## src/rtl/uart_intpt_ctrl.sv

```systemverilog
// UART interrupt controller: prioritises line status, RX data, character timeout
// and THRE sources into a registered interrupt line and a 16550-style IIR code.
module uart_intpt_ctrl #(
  parameter int FIFO_DEPTH = 16,
  parameter int LVL_W      = $clog2(FIFO_DEPTH + 1),
  parameter int OVS        = 16,
  parameter int TO_CHARS   = 4,
  parameter int CNT_W      = 10
) (
  input  logic             clk,
  input  logic             rst_n,
  input  logic             thre,
  input  logic             etbei,
  input  logic             pe,
  input  logic             fe,
  input  logic             bi,
  input  logic             oe,
  input  logic             elsi,
  input  logic             dr,
  input  logic             erbi,
  input  logic             fifo_en,
  input  logic [1:0]       rx_trig,
  input  logic [LVL_W-1:0] rx_level,
  input  logic             rx_push,
  input  logic             rx_pop,
  input  logic             thr_wr,
  input  logic             iir_rd,
  input  logic             baud_tick,
  input  logic [3:0]       frame_bits,
  output logic             uart_intpt,
  output logic [3:0]       iir
);

  localparam logic [3:0] IIR_RLS  = 4'b0110;
  localparam logic [3:0] IIR_RDA  = 4'b0100;
  localparam logic [3:0] IIR_CTI  = 4'b1100;
  localparam logic [3:0] IIR_THRI = 4'b0010;
  localparam logic [3:0] IIR_NONE = 4'b0001;

  logic             thre_pend_r;
  logic             thre_en_d_r;
  logic [CNT_W-1:0] cnt_r;
  logic [3:0]       iir_r;
  logic             intpt_r;

  logic [LVL_W-1:0] trig_val_s;
  logic [CNT_W-1:0] thresh_s;
  logic             thre_rise_s;
  logic             cnt_clr_s;
  logic             rls_s;
  logic             rda_s;
  logic             cti_s;
  logic [3:0]       iir_nxt_s;

  // Decode the RX FIFO trigger level from the FCR selection.
  always_comb begin
    trig_val_s = LVL_W'(1);
    case (rx_trig)
      2'd0:    trig_val_s = LVL_W'(1);
      2'd1:    trig_val_s = LVL_W'(FIFO_DEPTH / 4);
      2'd2:    trig_val_s = LVL_W'(FIFO_DEPTH / 2);
      2'd3:    trig_val_s = LVL_W'(FIFO_DEPTH - 2);
      default: trig_val_s = LVL_W'(1);
    endcase
  end

  // Source conditions and timeout threshold for the current frame length.
  always_comb begin
    thresh_s    = CNT_W'(TO_CHARS * OVS) * {{(CNT_W-4){1'b0}}, frame_bits};
    thre_rise_s = thre & etbei & ~thre_en_d_r;
    cnt_clr_s   = ~fifo_en | (rx_level == LVL_W'(0)) | rx_push | rx_pop;
    rls_s       = (pe | fe | bi | oe) & elsi;
    if (fifo_en) begin
      rda_s = erbi & (rx_level >= trig_val_s);
    end else begin
      rda_s = erbi & dr;
    end
    cti_s = erbi & fifo_en & (cnt_r == thresh_s);
  end

  // Fixed-priority encoder; only the highest active source is reported.
  always_comb begin
    iir_nxt_s = IIR_NONE;
    if (rls_s) begin
      iir_nxt_s = IIR_RLS;
    end else if (rda_s) begin
      iir_nxt_s = IIR_RDA;
    end else if (cti_s) begin
      iir_nxt_s = IIR_CTI;
    end else if (thre_pend_r) begin
      iir_nxt_s = IIR_THRI;
    end else begin
      iir_nxt_s = IIR_NONE;
    end
  end

  // Sticky THRE flag: set wins over an IIR read, but THR write or disable override set.
  always_ff @(posedge clk) begin
    if (!rst_n) begin
      thre_pend_r <= 1'b0;
      thre_en_d_r <= 1'b0;
    end else begin
      thre_en_d_r <= thre & etbei;
      if (!etbei || thr_wr) begin
        thre_pend_r <= 1'b0;
      end else if (thre_rise_s) begin
        thre_pend_r <= 1'b1;
      end else if (iir_rd && (iir_r == IIR_THRI)) begin
        thre_pend_r <= 1'b0;
      end else begin
        thre_pend_r <= thre_pend_r;
      end
    end
  end

  // Character-timeout counter; saturates at (or above) the threshold, never wraps.
  always_ff @(posedge clk) begin
    if (!rst_n) begin
      cnt_r <= {CNT_W{1'b0}};
    end else if (cnt_clr_s) begin
      cnt_r <= {CNT_W{1'b0}};
    end else if (baud_tick && (cnt_r < thresh_s)) begin
      cnt_r <= cnt_r + CNT_W'(1);
    end else begin
      cnt_r <= cnt_r;
    end
  end

  // Registered interrupt outputs.
  always_ff @(posedge clk) begin
    if (!rst_n) begin
      iir_r   <= IIR_NONE;
      intpt_r <= 1'b0;
    end else begin
      iir_r   <= iir_nxt_s;
      intpt_r <= (iir_nxt_s != IIR_NONE);
    end
  end

  assign iir        = iir_r;
  assign uart_intpt = intpt_r;

endmodule

```

## config.mk

```make
export PLATFORM = sky130hd
export DESIGN_NAME = uart_intpt_ctrl
export DESIGN_NICKNAME = d
export VERILOG_FILES = /design/src/rtl/uart_intpt_ctrl.sv
export SDC_FILE = /design/constraint.sdc
export NUM_CORES = 1
export LEC_CHECK = 0
export ABC_AREA = 1
export CAP_MARGIN = 15
export CORE_ASPECT_RATIO = 1.4
export CORE_MARGIN = 2
export CORE_UTILIZATION = 30
export CTS_BUF_LIST = sky130_fd_sc_hd__clkbuf_8
export DETAILED_ROUTE_END_ITERATION = 12
export PLACE_DENSITY_LB_ADDON = 0.2
export SYNTH_ARGS = -nofsm -noshare
export SYNTH_HDL_FRONTEND = slang
export SYNTH_SLANG_ARGS = --single-unit
```

## constraint.sdc

```tcl
create_clock -name clk -period 3 [get_ports clk]
set_input_delay 0.45 -clock clk [delete_from_list [all_inputs] [get_ports clk]]
set_output_delay 0.45 -clock clk [all_outputs]
set_load 0.01 [all_outputs]
```

## Word level (Yosys, flattened, before mapping)

Cells that the tools add are included.

| operators by class | value |
|---|---|
| $add $sub $neg | 1 |
| order comparisons | 2 |
| eq/ne operators | 6 |
| multiplexer cells | 8 |
| bitwise logic cells | 16 |
| reduce and logical (&&, ||, !) cells | 9 |

Operators by type and width:

| operator | number |
|---|---|
| $pmux 5 s4 | 1 |
| $mux 4 | 3 |
| $add 10x1->10 const B | 1 |
| $eq 10x10->1 | 1 |
| $lt 10x10->1 | 1 |
| $and 1x1->1 | 7 |
| $or 1x1->1 | 6 |
| $ge 5x5->1 | 1 |
| $logic_not 5->1 | 1 |
| $eq 2x2->1 const B | 2 |
| $eq 4x2->1 const B | 1 |
| $ne 4x1->1 const B | 1 |
| $reduce_or 2->1 | 2 |
| $mux 1 | 3 |
| $not 1->1 | 3 |
| $eq 2x1->1 const B | 1 |
| $logic_and 1x1->1 | 2 |
| $logic_not 2->1 | 1 |
| $mux 2 | 1 |
| $reduce_bool 2->1 | 1 |
| $logic_not 1->1 | 1 |
| $logic_or 1x1->1 | 1 |

| word-level totals | value |
|---|---|
| bits in registers | 17 |
| input port bits | 28 |
| output and inout port bits | 5 |
| logic and storage cells | 47 |

## Longest topological paths before layout

| depth | value |
|---|---|
| depth in word-level cells | 8 |
| depth in mapped cells | 12 |
| depth with buffers taken out | 12 |

## Least setup slack after synthesis

Ideal clock, no wire load.

| timing path | value |
|---|---|
| path kind | in2reg |
| from | in frame_bits[3] |
| to | reg cnt_r[2] |
| setup time | 0.122 ns |
| arrival | 1.405 ns |
| required time | 2.878 ns |
| path slack | 1.473 ns |
| stages | 9 |
| path buffers | 1 |
| path through | inv_1 ha_1 nand2_1 inv_2 nand2_1 nand2_2 buf_4 nor3_1 nor3b_2 |

| between the ends | value |
|---|---|
| longest elaborated chain between the ends | 2 |

Ends and longest elaborated chain:

| item | line | source |
|---|---|---|
| from (decl) | 29 | `input logic [3:0] frame_bits,` |
| $lt 10x10->1 | 122 | `end else if (baud_tick && (cnt_r < thresh_s)) begin` |
| $logic_and 1x1->1 | 122 |  |
| to (signal assigned) | 121 | `cnt_r <= {CNT_W{1'b0}};` |
| to (signal assigned) | 123 | `cnt_r <= cnt_r + CNT_W'(1);` |
| to (signal assigned) | 125 | `cnt_r <= cnt_r;` |
| to (decl) | 42 | `logic [CNT_W-1:0] cnt_r;` |

Every way passes these cells.
A chain may end at the register's enable or synchronous reset.

## Worst setup path after layout

| timing path | value |
|---|---|
| from | in frame_bits[3] |
| to | reg cnt_r[3] |

Same word-level chain as after synthesis.

==> PnR_summary.wiki <==
{| class="wikitable"
! Metric !! Value
|-
| Post-Syn Area per Cell || a little under 7 sq um
|-
| Clock-pin slew on the worst setup and hold paths || 60 ps
|-
| Count of input and output buffers || 32
|-
| Number of failing hold endpoints at the final stage || 0
|-
| Vias per Instance || about 4.6
|-
| Starting Density || a little under a third
|-
| Final antenna-violating net count || 0
|-
| CTS tree || done
|-
| Max stage delay on crit path || ~450 ps
|-
| Tightest slew margin relative to the limit || 82.1%
|-
| Leading cell type in the layout, fill and taps excluded || sky130_fd_sc_hd__nand2_1
|-
| Post-synth ARST share || 0%
|-
| Die area || roughly 4400 sq um
|-
| Unrepaired setup endpoints after global routing || no
|-
| Post-layout nets || about 250
|-
| Row count || 26
|-
| Maximum ir drop on the vdd rail || between 200 and 250 uV
|-
| Power per cell area || between 300 and 400 nW/um^2
|-
| Area used by sequential logic in the layout || between 300 and 400 sq um
|-
| Clock sink count || 17
|-
| Number of flip-flops and latches in the synthesized netlist || 17
|-
| Path class of the lowest-slack min-delay path || reg2reg
|-
| Cells after Synth || approximately 170
|-
| Leakage power || between 0.6 and 0.7 nW
|-
| DRC errors left || 0
|-
| Signed area change from the synthesized netlist to the final layout || 35.1%
|-
| Element type at the critical path end || flop
|-
| Via count of the first global-routing pass || around 1.1k
|-
| Setup violators final || 0
|-
| Number of instances resized during post-cts repair || 0
|-
| Hold depth || 2
|-
| Internal reg-to-reg setup slack || ~1500 ps
|-
| Startpoint of the worst hold path || thre_pend_r
|-
| Worst Hold Endpoint || iir[1]
|-
| Master of the slowest instance on the critical path || sky130_fd_sc_hd__clkdlybuf4s50_1
|-
| Wire length of the first global-routing pass || 4620 microns
|-
| Critical Path, Cell by Cell || clkdlybuf4s50_1, inv_1, ha_1, nand2_1, inv_2, nand2_1, nand2_2, inv_2, nand2_1, a21oi_1
|-
| Longest Clk Path Bufs || 2
|-
| Top flip-flop cell by instance count after synthesis || sky130_fd_sc_hd__dfxtp_1
|-
| Max Slew Vio Count || 0
|-
| Required time at the endpoint of the critical path || approximately 3200 ps
|-
| HPWL after detailed placement || 2140 microns
|-
| Weighted congestion reported at the end of routability-driven placement || approximately 0.74
|-
| Antenna cell count || 0
|-
| Post-synth cell types || 27
|-
| DRT iter0 DRCs || 30
|-
| Htree depth || 1
|-
| Total routing resource utilization after global routing || between 10% and 20%
|-
| Post-synth net total || 210
|-
| Number of buffers created by CTS || 3
|-
| Number of enable-type register cells in the synthesized netlist || 0
|-
| Transition time at the pin with the least slew margin || between 200 and 300 ps
|-
| Area of combinational cells with multiple inputs || roughly 700 sq um
|-
| Antenna violations before repair || 0
|-
| Share of cells above drive strength 1 || about 11%
|-
| Top library cells by usage in the layout, fill and taps aside || sky130_fd_sc_hd__nand2_1, sky130_fd_sc_hd__clkdlybuf4s50_1, sky130_fd_sc_hd__inv_1
|-
| Total global routing overflow || 0
|-
| CTS Hold Buffers Added || 0
|-
| I/O pin count || 33
|-
| Total negative slack for setup checks || 0 ps
|-
| DIE HEIGHT || a little under 80 microns
|-
| Peak Freq || around 0.55 GHz
|-
| Average wire per cell in the routed design || around 10 microns
|-
| Register area share after synthesis || between 20% and 30%
|-
| Detailed-route wire length || 2610 microns
|-
| Startpoint type of the worst setup path || input pin
|-
| Area of the core || between 3000 and 4000 sq um
|-
| Syn Std Cell Area || approximately 1200 sq um
|-
| Count of maximum capacitance violations || 0
|-
| Cell area after placement || approximately 1500 sq um
|-
| Length in cells of the worst reg-to-reg path || 8
|-
| Final cycle utilization of the critical path || 60.9%
|-
| Reg-to-reg critical path startpoint || cnt_r[9]
|-
| Maximum number of pins on one net before global-route repair || 14
|-
| Minimum clock period || between 1500 and 2000 ps
|-
| Worst Path Arrival || around 2000 ps
|-
| CP Class || in2reg
|-
| Count of warnings emitted by yosys || 0
|-
| DRT Pass-1 Iters || 4
|-
| R2R Path End || cnt_r[3]
|-
| Library cell appearing most often on the critical path || sky130_fd_sc_hd__nand2_1
|-
| Post-CTS Repair Setup Buffers || 0
|-
| DR vias || 1154
|-
| Highest net fanout along the worst path || 13
|-
| # fillers || 398
|-
| Horiz. Die Dim || 56.8 microns
|-
| Clock insertion delay at the later pin of the skew report || 250 ps
|-
| Worst-case clock skew || 1.96 ps
|-
| Post-route design area || 1580 sq um
|-
| Cell at the root of the clock tree || sky130_fd_sc_hd__clkbuf_8
|-
| Outcome || complete, no violations
|}
[metrics by stage]
stage	std cells	worst slack, ps	total power [mW]	hold WS [ps]	utilization (%)
final	249	1170	0.498	506	42.7
after global routing	249	1010	0.530	533	42.7
after CTS	249	1140	0.505	511	42.7
after detailed placement	245	893	0.334	501	41.5
after global placement	245	909	0.333	497	41.5
after floorplan	172	1470	0.279	460	-
[power by group]
part | leakage (nW) | internal [mW] | total (mW) | switching, mW
Sequential | 0.138 | 0.231 | 0.233 | 0.00236
Clock | 0.0255 | 0.0921 | 0.171 | 0.0784
Combinational | 0.522 | 0.0542 | 0.0946 | 0.0404
Total | 0.686 | 0.377 | 0.498 | 0.121
[synth_stat cells, types with 2 or more instances]
cell type                  n  area (sq um)
sky130_fd_sc_hd__xor2_1    3          26.3
sky130_fd_sc_hd__nor2_1   15          56.3
sky130_fd_sc_hd__inv_2     7          26.3
sky130_fd_sc_hd__nand4_1   4          25.0
sky130_fd_sc_hd__a21oi_1   9          45.0
sky130_fd_sc_hd__inv_1    23          86.3
sky130_fd_sc_hd__nand2_2   3          18.8
sky130_fd_sc_hd__nand3_1   8          40.0
sky130_fd_sc_hd__dfxtp_1  17           340
sky130_fd_sc_hd__a21oi_2   2          17.5
sky130_fd_sc_hd__nor3_2    3          30.0
sky130_fd_sc_hd__ha_1     10           125
sky130_fd_sc_hd__nor3_1    6          30.0
sky130_fd_sc_hd__nand2_1  49           184
[cell families (layout without fill, tap and decap cells)]
group / Yosys count / after routing / share of synthesized area (%)
flip-flops: 17 / 17 / 29.0
XOR/XNOR: 4 / 4 / 2.99
adder cells (fa/ha/maj): 10 / 10 / 10.7
AO/OA/AOI/OAI: 14 / 14 / 7.04
buffers and inverters: 31 / 66 / 10.2
AND/OR/NAND/NOR: 96 / 96 / 40.0
[worst max-delay path, delay by kind of cell]
family / cells / cell delay [ps]
compound gates: 1 / 130
simple gates: 4 / 410
buf+inv: 4 / 710
fa+ha+maj: 1 / 300
[how the worst max path moves through the flow]
stage                        from       end  slack [ps]  cells after the start
CTS                 frame_bits[3]  cnt_r[3]        1140                     10
detailed placement  frame_bits[3]  cnt_r[3]         890                     10
global placement    frame_bits[3]  cnt_r[4]         910                     10
floorplan           frame_bits[3]  cnt_r[2]        1470                      9
global route        frame_bits[3]  cnt_r[3]        1010                     10
finish              frame_bits[3]  cnt_r[3]        1170                     10
[flip-flops by register name, summed over array words and instances (netlist names)]
signal	flops
uart_intpt	1
thre_en_d_r	1
iir	4
cnt_r	10
thre_pend_r	1
[routing by layer]
metal	global-route usage (%)	up-vias	wire (microns)
li1	-	613	-
met3	3.33	5	131
met2	24.5	23	1390
met5	0	-	0
met1	13.2	513	1050
met4	4.42	0	40
[cell type report]
type / instances / area share (%)
tap: 42 / 3.32
clock inverter: 1 / 0.316
clock buffer: 3 / 2.61
timing repair buffer: 32 / 20.2
sequential: 17 / 21.5
multi-input combinational: 124 / 44.9
inverter: 30 / 7.11
(Power assumes the default switching activity.)
